==> config.mk <==
export PLATFORM = sky130hd
export DESIGN_NAME = if_id_skid_reg
export DESIGN_NICKNAME = d
export VERILOG_FILES = /design/src/rtl/if_id_pkg.sv /design/src/rtl/if_id_skid_reg.sv
export SDC_FILE = /design/constraint.sdc
export NUM_CORES = 1
export LEC_CHECK = 0
export BUFFER_PORTS_ARGS = -buffer_cell sky130_fd_sc_hd__buf_2
export CAP_MARGIN = 20
export CORE_MARGIN = 4
export CORE_UTILIZATION = 50
export CTS_BUF_LIST = sky130_fd_sc_hd__clkbuf_4 sky130_fd_sc_hd__clkbuf_8
export CTS_CLUSTER_DIAMETER = 80
export DETAILED_ROUTE_END_ITERATION = 16
export PLACE_DENSITY = 0.82
export RECOVER_POWER = 25
export SLEW_MARGIN = 15
export SYNTH_ARGS = -nofsm -noshare
export SYNTH_HDL_FRONTEND = slang
export SYNTH_SLANG_ARGS = --single-unit
==> constraint.sdc <==
create_clock -name clk -period 1.99 [get_ports clk]
set_clock_uncertainty 0.15 [all_clocks]
set_input_delay 0.199 -clock clk [delete_from_list [all_inputs] [get_ports clk]]
set_output_delay 0.199 -clock clk [all_outputs]
set_load 0.02 [all_outputs]
==> src/rtl/if_id_pkg.sv <==
// Shared definitions for the IF/ID boundary: state encoding of the skid
// register and the width/NOP defaults used by the fetch and decode stages.
package if_id_pkg;

    localparam int          PC_W_DEF      = 8;
    localparam int          INSTR_W_DEF   = 32;
    localparam logic [31:0] NOP_INSTR_DEF = 32'h0000_0000;

    // EMPTY: no beat held, BUSY: main slot only, FULL: main and skid slots
    typedef enum logic [1:0] {
        EMPTY = 2'd0,
        BUSY  = 2'd1,
        FULL  = 2'd2
    } state_t;

endpackage

==> src/rtl/if_id_skid_reg.sv <==
// IF/ID pipeline register with a 2-entry skid buffer. in_ready comes straight
// from a flop, so decode back-pressure never reaches fetch combinationally;
// the skid slot absorbs the one beat that is in flight when out_ready drops.
// The skid slot is valid exactly when the state is FULL, so it carries no
// separate valid flop. flush kills everything, including a same-cycle accept.
module if_id_skid_reg
    import if_id_pkg::*;
#(
    parameter int unsigned          PC_W      = PC_W_DEF,
    parameter int unsigned          INSTR_W   = INSTR_W_DEF,
    parameter int unsigned          PC_OFFSET = 1,
    parameter logic [INSTR_W-1:0]   NOP_INSTR = INSTR_W'(NOP_INSTR_DEF)
) (
    input  logic               clk,
    input  logic               rst_n,
    input  logic               flush,
    input  logic               in_valid,
    output logic               in_ready,
    input  logic [PC_W-1:0]    in_pc,
    input  logic [INSTR_W-1:0] in_instr,
    output logic               out_valid,
    input  logic               out_ready,
    output logic [PC_W-1:0]    out_pc,
    output logic [INSTR_W-1:0] out_instr
);

    localparam logic [PC_W-1:0] PC_OFF_C = PC_W'(PC_OFFSET);

    state_t               state_r;
    state_t               state_nxt_s;
    logic                 in_ready_r;
    logic                 in_ready_nxt_s;
    logic                 main_valid_r;
    logic                 main_valid_nxt_s;
    logic [PC_W-1:0]      main_pc_r;
    logic [PC_W-1:0]      main_pc_nxt_s;
    logic [INSTR_W-1:0]   main_instr_r;
    logic [INSTR_W-1:0]   main_instr_nxt_s;
    logic [PC_W-1:0]      skid_pc_r;
    logic [PC_W-1:0]      skid_pc_nxt_s;
    logic [INSTR_W-1:0]   skid_instr_r;
    logic [INSTR_W-1:0]   skid_instr_nxt_s;
    logic                 accept_s;
    logic                 drain_s;
    logic [PC_W-1:0]      cap_pc_s;

    assign accept_s = in_valid & in_ready_r;
    assign drain_s  = main_valid_r & out_ready;
    // PC adjustment wraps silently modulo 2^PC_W
    assign cap_pc_s = in_pc - PC_OFF_C;

    // Next-state and next-slot contents; flush overrides every handshake
    always_comb begin
        state_nxt_s      = state_r;
        main_pc_nxt_s    = main_pc_r;
        main_instr_nxt_s = main_instr_r;
        skid_pc_nxt_s    = skid_pc_r;
        skid_instr_nxt_s = skid_instr_r;

        if (flush) begin
            state_nxt_s      = EMPTY;
            main_instr_nxt_s = NOP_INSTR;
            skid_pc_nxt_s    = {PC_W{1'b0}};
            skid_instr_nxt_s = NOP_INSTR;
        end else begin
            case (state_r)
                EMPTY: begin
                    if (accept_s) begin
                        state_nxt_s      = BUSY;
                        main_pc_nxt_s    = cap_pc_s;
                        main_instr_nxt_s = in_instr;
                    end else begin
                        state_nxt_s      = EMPTY;
                    end
                end
                BUSY: begin
                    if (accept_s && drain_s) begin
                        state_nxt_s      = BUSY;
                        main_pc_nxt_s    = cap_pc_s;
                        main_instr_nxt_s = in_instr;
                    end else if (accept_s) begin
                        state_nxt_s      = FULL;
                        skid_pc_nxt_s    = cap_pc_s;
                        skid_instr_nxt_s = in_instr;
                    end else if (drain_s) begin
                        state_nxt_s      = EMPTY;
                        main_instr_nxt_s = NOP_INSTR;
                    end else begin
                        state_nxt_s      = BUSY;
                    end
                end
                FULL: begin
                    // in_ready is low here, so only a drain can move us
                    if (drain_s) begin
                        state_nxt_s      = BUSY;
                        main_pc_nxt_s    = skid_pc_r;
                        main_instr_nxt_s = skid_instr_r;
                        skid_pc_nxt_s    = {PC_W{1'b0}};
                        skid_instr_nxt_s = NOP_INSTR;
                    end else begin
                        state_nxt_s      = FULL;
                    end
                end
                default: begin
                    state_nxt_s      = EMPTY;
                    main_instr_nxt_s = NOP_INSTR;
                    skid_pc_nxt_s    = {PC_W{1'b0}};
                    skid_instr_nxt_s = NOP_INSTR;
                end
            endcase
        end

        main_valid_nxt_s = (state_nxt_s != EMPTY);
        in_ready_nxt_s   = (state_nxt_s != FULL);
    end

    // State, handshake flops and both data slots
    always_ff @(posedge clk or negedge rst_n) begin
        if (!rst_n) begin
            state_r      <= EMPTY;
            in_ready_r   <= 1'b1;
            main_valid_r <= 1'b0;
            main_pc_r    <= {PC_W{1'b0}};
            main_instr_r <= NOP_INSTR;
            skid_pc_r    <= {PC_W{1'b0}};
            skid_instr_r <= NOP_INSTR;
        end else begin
            state_r      <= state_nxt_s;
            in_ready_r   <= in_ready_nxt_s;
            main_valid_r <= main_valid_nxt_s;
            main_pc_r    <= main_pc_nxt_s;
            main_instr_r <= main_instr_nxt_s;
            skid_pc_r    <= skid_pc_nxt_s;
            skid_instr_r <= skid_instr_nxt_s;
        end
    end

    assign in_ready  = in_ready_r;
    assign out_valid = main_valid_r;
    assign out_pc    = main_pc_r;
    assign out_instr = main_instr_r;

endmodule

==> results of run 1 <==
==> cell type report <==
| class | instances | area, um2 | area share |
|---|---|---|---|
| clock buffers | 11 | 138.9 | 0.02849 |
| clock inverters | 5 | 85.08 | 0.01745 |
| inverters | 4 | 15.01 | 0.003080 |
| multi-input cells | 180 | 1478 | 0.3031 |
| flip-flops and latches | 84 | 2106 | 0.4320 |
| well taps | 96 | 120.1 | 0.02464 |
| repair buffers | 138 | 932.1 | 0.1912 |
==> where the power goes <==
group / internal [mW] / switching [mW] / total, mW / leakage [nW]
logic: 0.428 / 0.639 / 1.07 / 1.11
registers: 1.88 / 0.111 / 1.99 / 1.13
clock network: 0.742 / 0.622 / 1.36 / 0.111
total: 3.05 / 1.37 / 4.42 / 2.35
==> metrics by stage <==
stage	setup TNS (ns)	power, mW	hold slack [ns]	setup slack (ns)
finish	0	4.424	0.04980	0.09583
global route	-0.0008511	4.626	0.05813	-0.0008511
floorplan	0	2.560	-0.2466	0.02452
CTS	0	4.436	0.03168	0.03408
global placement	-0.6310	2.948	0.02477	-0.02531
detailed placement	-4.887	2.987	0.03322	-0.1359
==> cell usage after synthesis (3+ instances only) <==
cell type	instances	area, um2
o2bb2ai_1	36	315.3
nor2_1	7	26.28
a21oi_1	8	40.04
mux2_2	8	90.09
buf_2	4	20.02
clkbuf_1	19	71.32
nand2b_1	3	18.77
dfrtp_1	83	2077
a22o_1	34	297.8
a22oi_1	32	240.2
xnor2_1	4	35.03
o21ai_0	10	50.05
nand2_1	10	37.54
inv_1	4	15.01
==> timing repair <==
action,in CTS,in global routing
setup endpoints to repair,73,73
gates cloned,2,0
gates resized for setup,5,8
hold endpoints to repair,71,0
hold buffers,33,0
pin swaps,2,1
==> cell families after synthesis <==
logic type               Yosys count  synth area share
AO/OA/AOI/OAI                    130            0.2857
XOR/XNOR                           4          0.009803
adder cells (fa/ha/maj)            1          0.003501
buffers and inverters             27           0.02976
flip-flops                        84            0.5886
multiplexers                       8           0.02521
AND/OR/NAND/NOR                   35           0.05743
==> metal layers <==
layer | vias up | GRT usage
met3 | 17 | 0.05849
met4 | 0 | 0.08416
met5 | - | 0
met2 | 158 | 0.3958
li1 | 1388 | -
met1 | 1551 | 0.3099
==> sequential cells by signal (all words and copies together) (netlist names) <==
register      cells
in_ready          1
out_valid         1
out_pc            8
state_r           2
skid_instr_r     32
out_instr        32
skid_pc_r         8
==> worst paths after layout <==
| path | end | slack [ns] |
|---|---|---|
| hold reg to reg | skid_pc_r[5] | 0.33 |
| setup reg to reg | out_pc[5] | 0.1 |
| max in group asynchronous | in_ready | 0.59 |
| hold / removal | skid_pc_r[0] | 0.05 |
| min in group asynchronous | out_pc[5] | 0.35 |
| setup / recovery | out_pc[5] | 0.1 |
==> worst max-delay path, stage by stage (launching register included) <==
cell and delay, ns:
dfstp_2 0.59, nor4bb_4 0.35, a221oi_2 0.07, nor2_2 0.09, buf_4 0.18, mux2_2 0.35
==> impl_metrics.tcl, run 1 <==
set metrics [dict create \
    fin_nets 463 \
    gp_congestion 0.8539 \
    drv_slew 0 \
    mostFrequentLayoutCell "buf_2" \
    leakage_nw 2.346 \
    io_pins 87 \
    setup_viol 0 \
    finalHoldViolCount 0 \
    grt_pass1_wl_mm 16.06 \
    gr-total-overflow 0 \
    cp-end-kind "flop" \
    grt_max_degree 41 \
    core.rowCount 30 \
    drv_cap 0 \
    worst_pin_slew_ns 0.8828 \
    stdcell_area_um2 4875 \
    drive_gt1_frac 0.3555 \
    worstPathMaxFanout 8 \
    dpl-instance-area_um2 4255 \
    drtAntennaViolNets 0 \
    fillers 472 \
    dr.max_layer_used "met4" \
    critPathArrivalTime_ns 1.98 \
    start_kind "flop" \
    fmaxAchievable_ghz 0.5279 \
    start_util 0.5202 \
    period_minus_slack_ns 1.894 \
    reg2reg_from "in_ready" \
    path_clk_slew_ns 0.08 \
    drt-met1-wl_mm 3.994 \
    post_drt_wl_per_cell_um 18.93 \
    final_cell_mix "buf_2 (85), dfrtp_1 (81), o2bb2ai_1 (36), a22o_1 (34), dlygate4sd3_1 (33)" \
    post_cts_buffers 0 \
    drt_iter0_drc 174 \
    synthCells 289 \
    cts_tree "yes" \
    synthDistinctLibCells 35 \
    grt_usage 0.2402 \
    rr_worst_depth 5 \
    dp_hpwl_mm 6.033 \
    worstHoldStart "in_pc[0]" \
    synth-edff-count 0 \
    die_h_um 92.54 \
    hold_path_class "in2reg" \
    cp-startpoint "in_ready" \
    clockRootBuffer "clkbuf_8" \
    clockBufferDepth 2 \
    worstHoldPathCells 3 \
    clkSinkCount 84 \
    dr_wl_met2_mm 4.973 \
    synthFlopType "dfrtp_1" \
    min_period_over_period 0.9518 \
    clk-insertion-delay-late_ns 0.35 \
    coreArea_um2 6869 \
    die_w_um 92.54 \
    postSynth.asyncResetShare 1.000 \
    syn_avg_cell_area_um2 12.36 \
    p_per_area_nw_per_um2 907.6 \
    route.detailed.drc 0 \
    ir_drop_mv 0.4555 \
    dp.cells 467 \
    fin_util 0.7097 \
    syn_to_final_growth_pct 36.41 \
    antennaDiodeCount 0 \
    met3_length_um 710 \
    vias 3114 \
    ys_ff_latch 84 \
    grt_pass1_vias 3210 \
    yosysWarnings 0 \
    worst_ep_required_time_ns 2.07 \
    routed_wl_mm 9.805 \
    port_buffers 86 \
    synth_nets 335 \
    syn_area_um2 3573 \
    relSlewSlack 0.4115 \
    status "finished, final reports clean" \
    fin_cells 518 \
    antenna_found_initial 0 \
    htree_levels 3 \
    viasPerCell 6.012 \
    dr.pass1.iters 5 \
    die_area_um2 8564 \
    critPathKind "reg2reg" \
    cts_made_buffers 9 \
    synth.yosys.seq_area_share 0.5886 \
]
No activity file was read; power rests on OpenSTA's default activity.
==> inputs of run 2 (changes only) <==
- CORE_UTILIZATION: 50 -> 55
- PLACE_DENSITY: 0.82 -> 0.86
- clock period: 1.99 -> 2.1 ns (I/O delays scaled with it)
==> impl_metrics.tcl, run 2 (synthesis results as in run 1) <==
set metrics [dict create \
    gp_congestion 0.8225 \
    drv_cap 0 \
    syn_to_final_growth_pct 31.90 \
    gr-total-overflow 0 \
    rsz0062_at_grt "false" \
    intPower_mw 2.742 \
    start_util 0.5660 \
    drtAntennaViolNets 0 \
    critPathArrivalTime_ns 2.11 \
    multiInputGateArea_um2 1425 \
    die_w_um 88.61 \
    start_kind "flop" \
    worst_ep_required_time_ns 2.18 \
    regArea_um2 2103 \
    fillers 450 \
    cpMostUsedCell "buf_4" \
    finalHoldViolCount 0 \
    period_minus_slack_ns 2.024 \
    cts_made_buffers 9 \
    comb_power_share 0.239 \
    dr.pass1.iters 5 \
    critPathKind "reg2reg" \
    clockRootBuffer "clkbuf_8" \
    grt_pass1_wl_mm 14.93 \
    ir_drop_mv 0.7297 \
    path_cells "nor4bb_2 -> buf_4 -> a221oi_1 -> nor2_2 -> buf_4 -> mux2_2" \
    seq_power_share 0.474 \
    cts_tree "yes" \
    mostFrequentLayoutCell "dfrtp_1" \
    worstPathMaxFanout 8 \
    p_per_area_nw_per_um2 841.3 \
    fmaxAchievable_ghz 0.4941 \
    io_pins 87 \
    crit_path_max_incr_delay_ns 0.58 \
    p_sw_mw 1.223 \
    sw_frac_of_total 0.3085 \
    grt_max_degree 48 \
    path_clk_slew_ns 0.08 \
    htree_levels 3 \
    status "finished, final reports clean" \
    place_ws_ns -0.005302 \
    vias 3000 \
    worst_pin_slew_ns 1.102 \
    antennaDiodeCount 0 \
    post_drt_wl_per_cell_um 18.39 \
    setup_viol 0 \
    drive_gt1_frac 0.3174 \
    viasPerCell 6.048 \
    routed_wl_mm 9.121 \
    antenna_found_initial 0 \
    coreArea_um2 6314 \
    hold_path_class "in2reg" \
    clock_power_share 0.287 \
    leakage_nw 2.277 \
    dp_hpwl_mm 5.670 \
    critPathSlowestCell "dfstp_2" \
    route.detailed.drc 0 \
    clkSinkCount 84 \
    core.rowCount 29 \
    clk-insertion-delay-late_ns 0.35 \
    relSlewSlack 0.2650 \
    die_area_um2 7851 \
    min_period_over_period 0.9637 \
    dpl-instance-area_um2 4178 \
    fin_nets 460 \
    worst_slack_ns 0.07621 \
    port_buffers 86 \
    final_cell_mix "dfrtp_1 (83), buf_2 (78), o2bb2ai_1 (36), a22o_1 (34), dlygate4sd3_1 (33)" \
    clockBufferDepth 2 \
    stdcell_area_um2 4713 \
    drt_iter0_drc 153 \
    grt_pass1_vias 3114 \
    drv_slew 0 \
    cp-end-kind "flop" \
    grt_usage 0.2482 \
    timing.setup.tns_ns 0 \
    die_h_um 88.61 \
]
[run 2: cell count changes in the layout (fill, tap and decap cells not counted), moves of 2 or more]
cell	delta
buf_2	-7
buf_12	-2
dfrtp_1	+2
dfrtp_2	-2
clkbuf_1	+7
a21oi_4	-2
[run 2: power groups by stage]
stage	clock network (mW)	logic, mW	registers (mW)
after floorplan	0	0.369	2.05
after global placement	0	0.874	1.89
after detailed placement	0	0.895	1.90
after CTS	1.16	0.953	1.87
after global routing	1.23	1.03	1.89
final	1.14	0.949	1.88
[run 2: path summary, 6_finish.rpt]
check	startpoint	end	slack [ns]	cells after the start
max	in_ready	out_pc[6]	0.08	6
min	in_pc[3]	skid_pc_r[3]	0.06	3
max reg2reg	in_ready	out_pc[6]	0.08	6
min reg2reg	skid_pc_r[5]	skid_pc_r[5]	0.33	1
max in group asynchronous	rst_n	skid_pc_r[7]	0.44	3
min in group asynchronous	rst_n	skid_instr_r[8]	0.46	2
[run 2: layout make-up]
class | count | area share
Sequential cell | 84 | 0.4462
Tap cell | 77 | 0.02044
Inverter | 4 | 0.003186
Multi-Input combinational cell | 179 | 0.3024
Timing Repair Buffer | 136 | 0.1861
Clock inverter | 4 | 0.01062
Clock buffer | 12 | 0.03106
[run 2: worst max-delay path: cells and delay by family, from the launching register on]
kind	cells	cell delay, ns
compound gates	1	0.06
flops	1	0.58
buf+inv	2	0.36
mux	1	0.35
simple gates	2	0.41
[run 2: routing by layer]
metal  vias to the layer above  track usage  routed length, um
met1                      1518       0.3352               4029
met3                        12      0.05028                467
met4                         0       0.1016                102
met2                        99       0.3950               4521
met5                         -            0                  0
li1                       1371            -                  -
[run 2: what timing repair did]
| action | CTS | global route |
|---|---|---|
| buffers inserted | 0 | 0 |
| endpoints found under the hold margin | 75 | 0 |
| hold buffers | 33 | 0 |
| setup endpoints to repair | 4 | 28 |
| resized for setup | 0 | 3 |
| pin swaps | 1 | 0 |
| cloned | 1 | 0 |
[run 2: through the flow]
| stage | instances | hold WS [ns] | utilization | power [mW] |
|---|---|---|---|---|
| 2_1_floorplan | 289 | -0.2356 | - | 2.424 |
| 3_3_place_gp | 446 | 0.09719 | 0.6617 | 2.767 |
| 3_5_place_dp | 446 | 0.1011 | 0.6617 | 2.797 |
| 4_1_cts | 496 | 0.04846 | 0.7465 | 3.984 |
| 5_1_grt | 496 | 0.06527 | 0.7465 | 4.154 |
| 6_report | 496 | 0.05596 | 0.7465 | 3.965 |
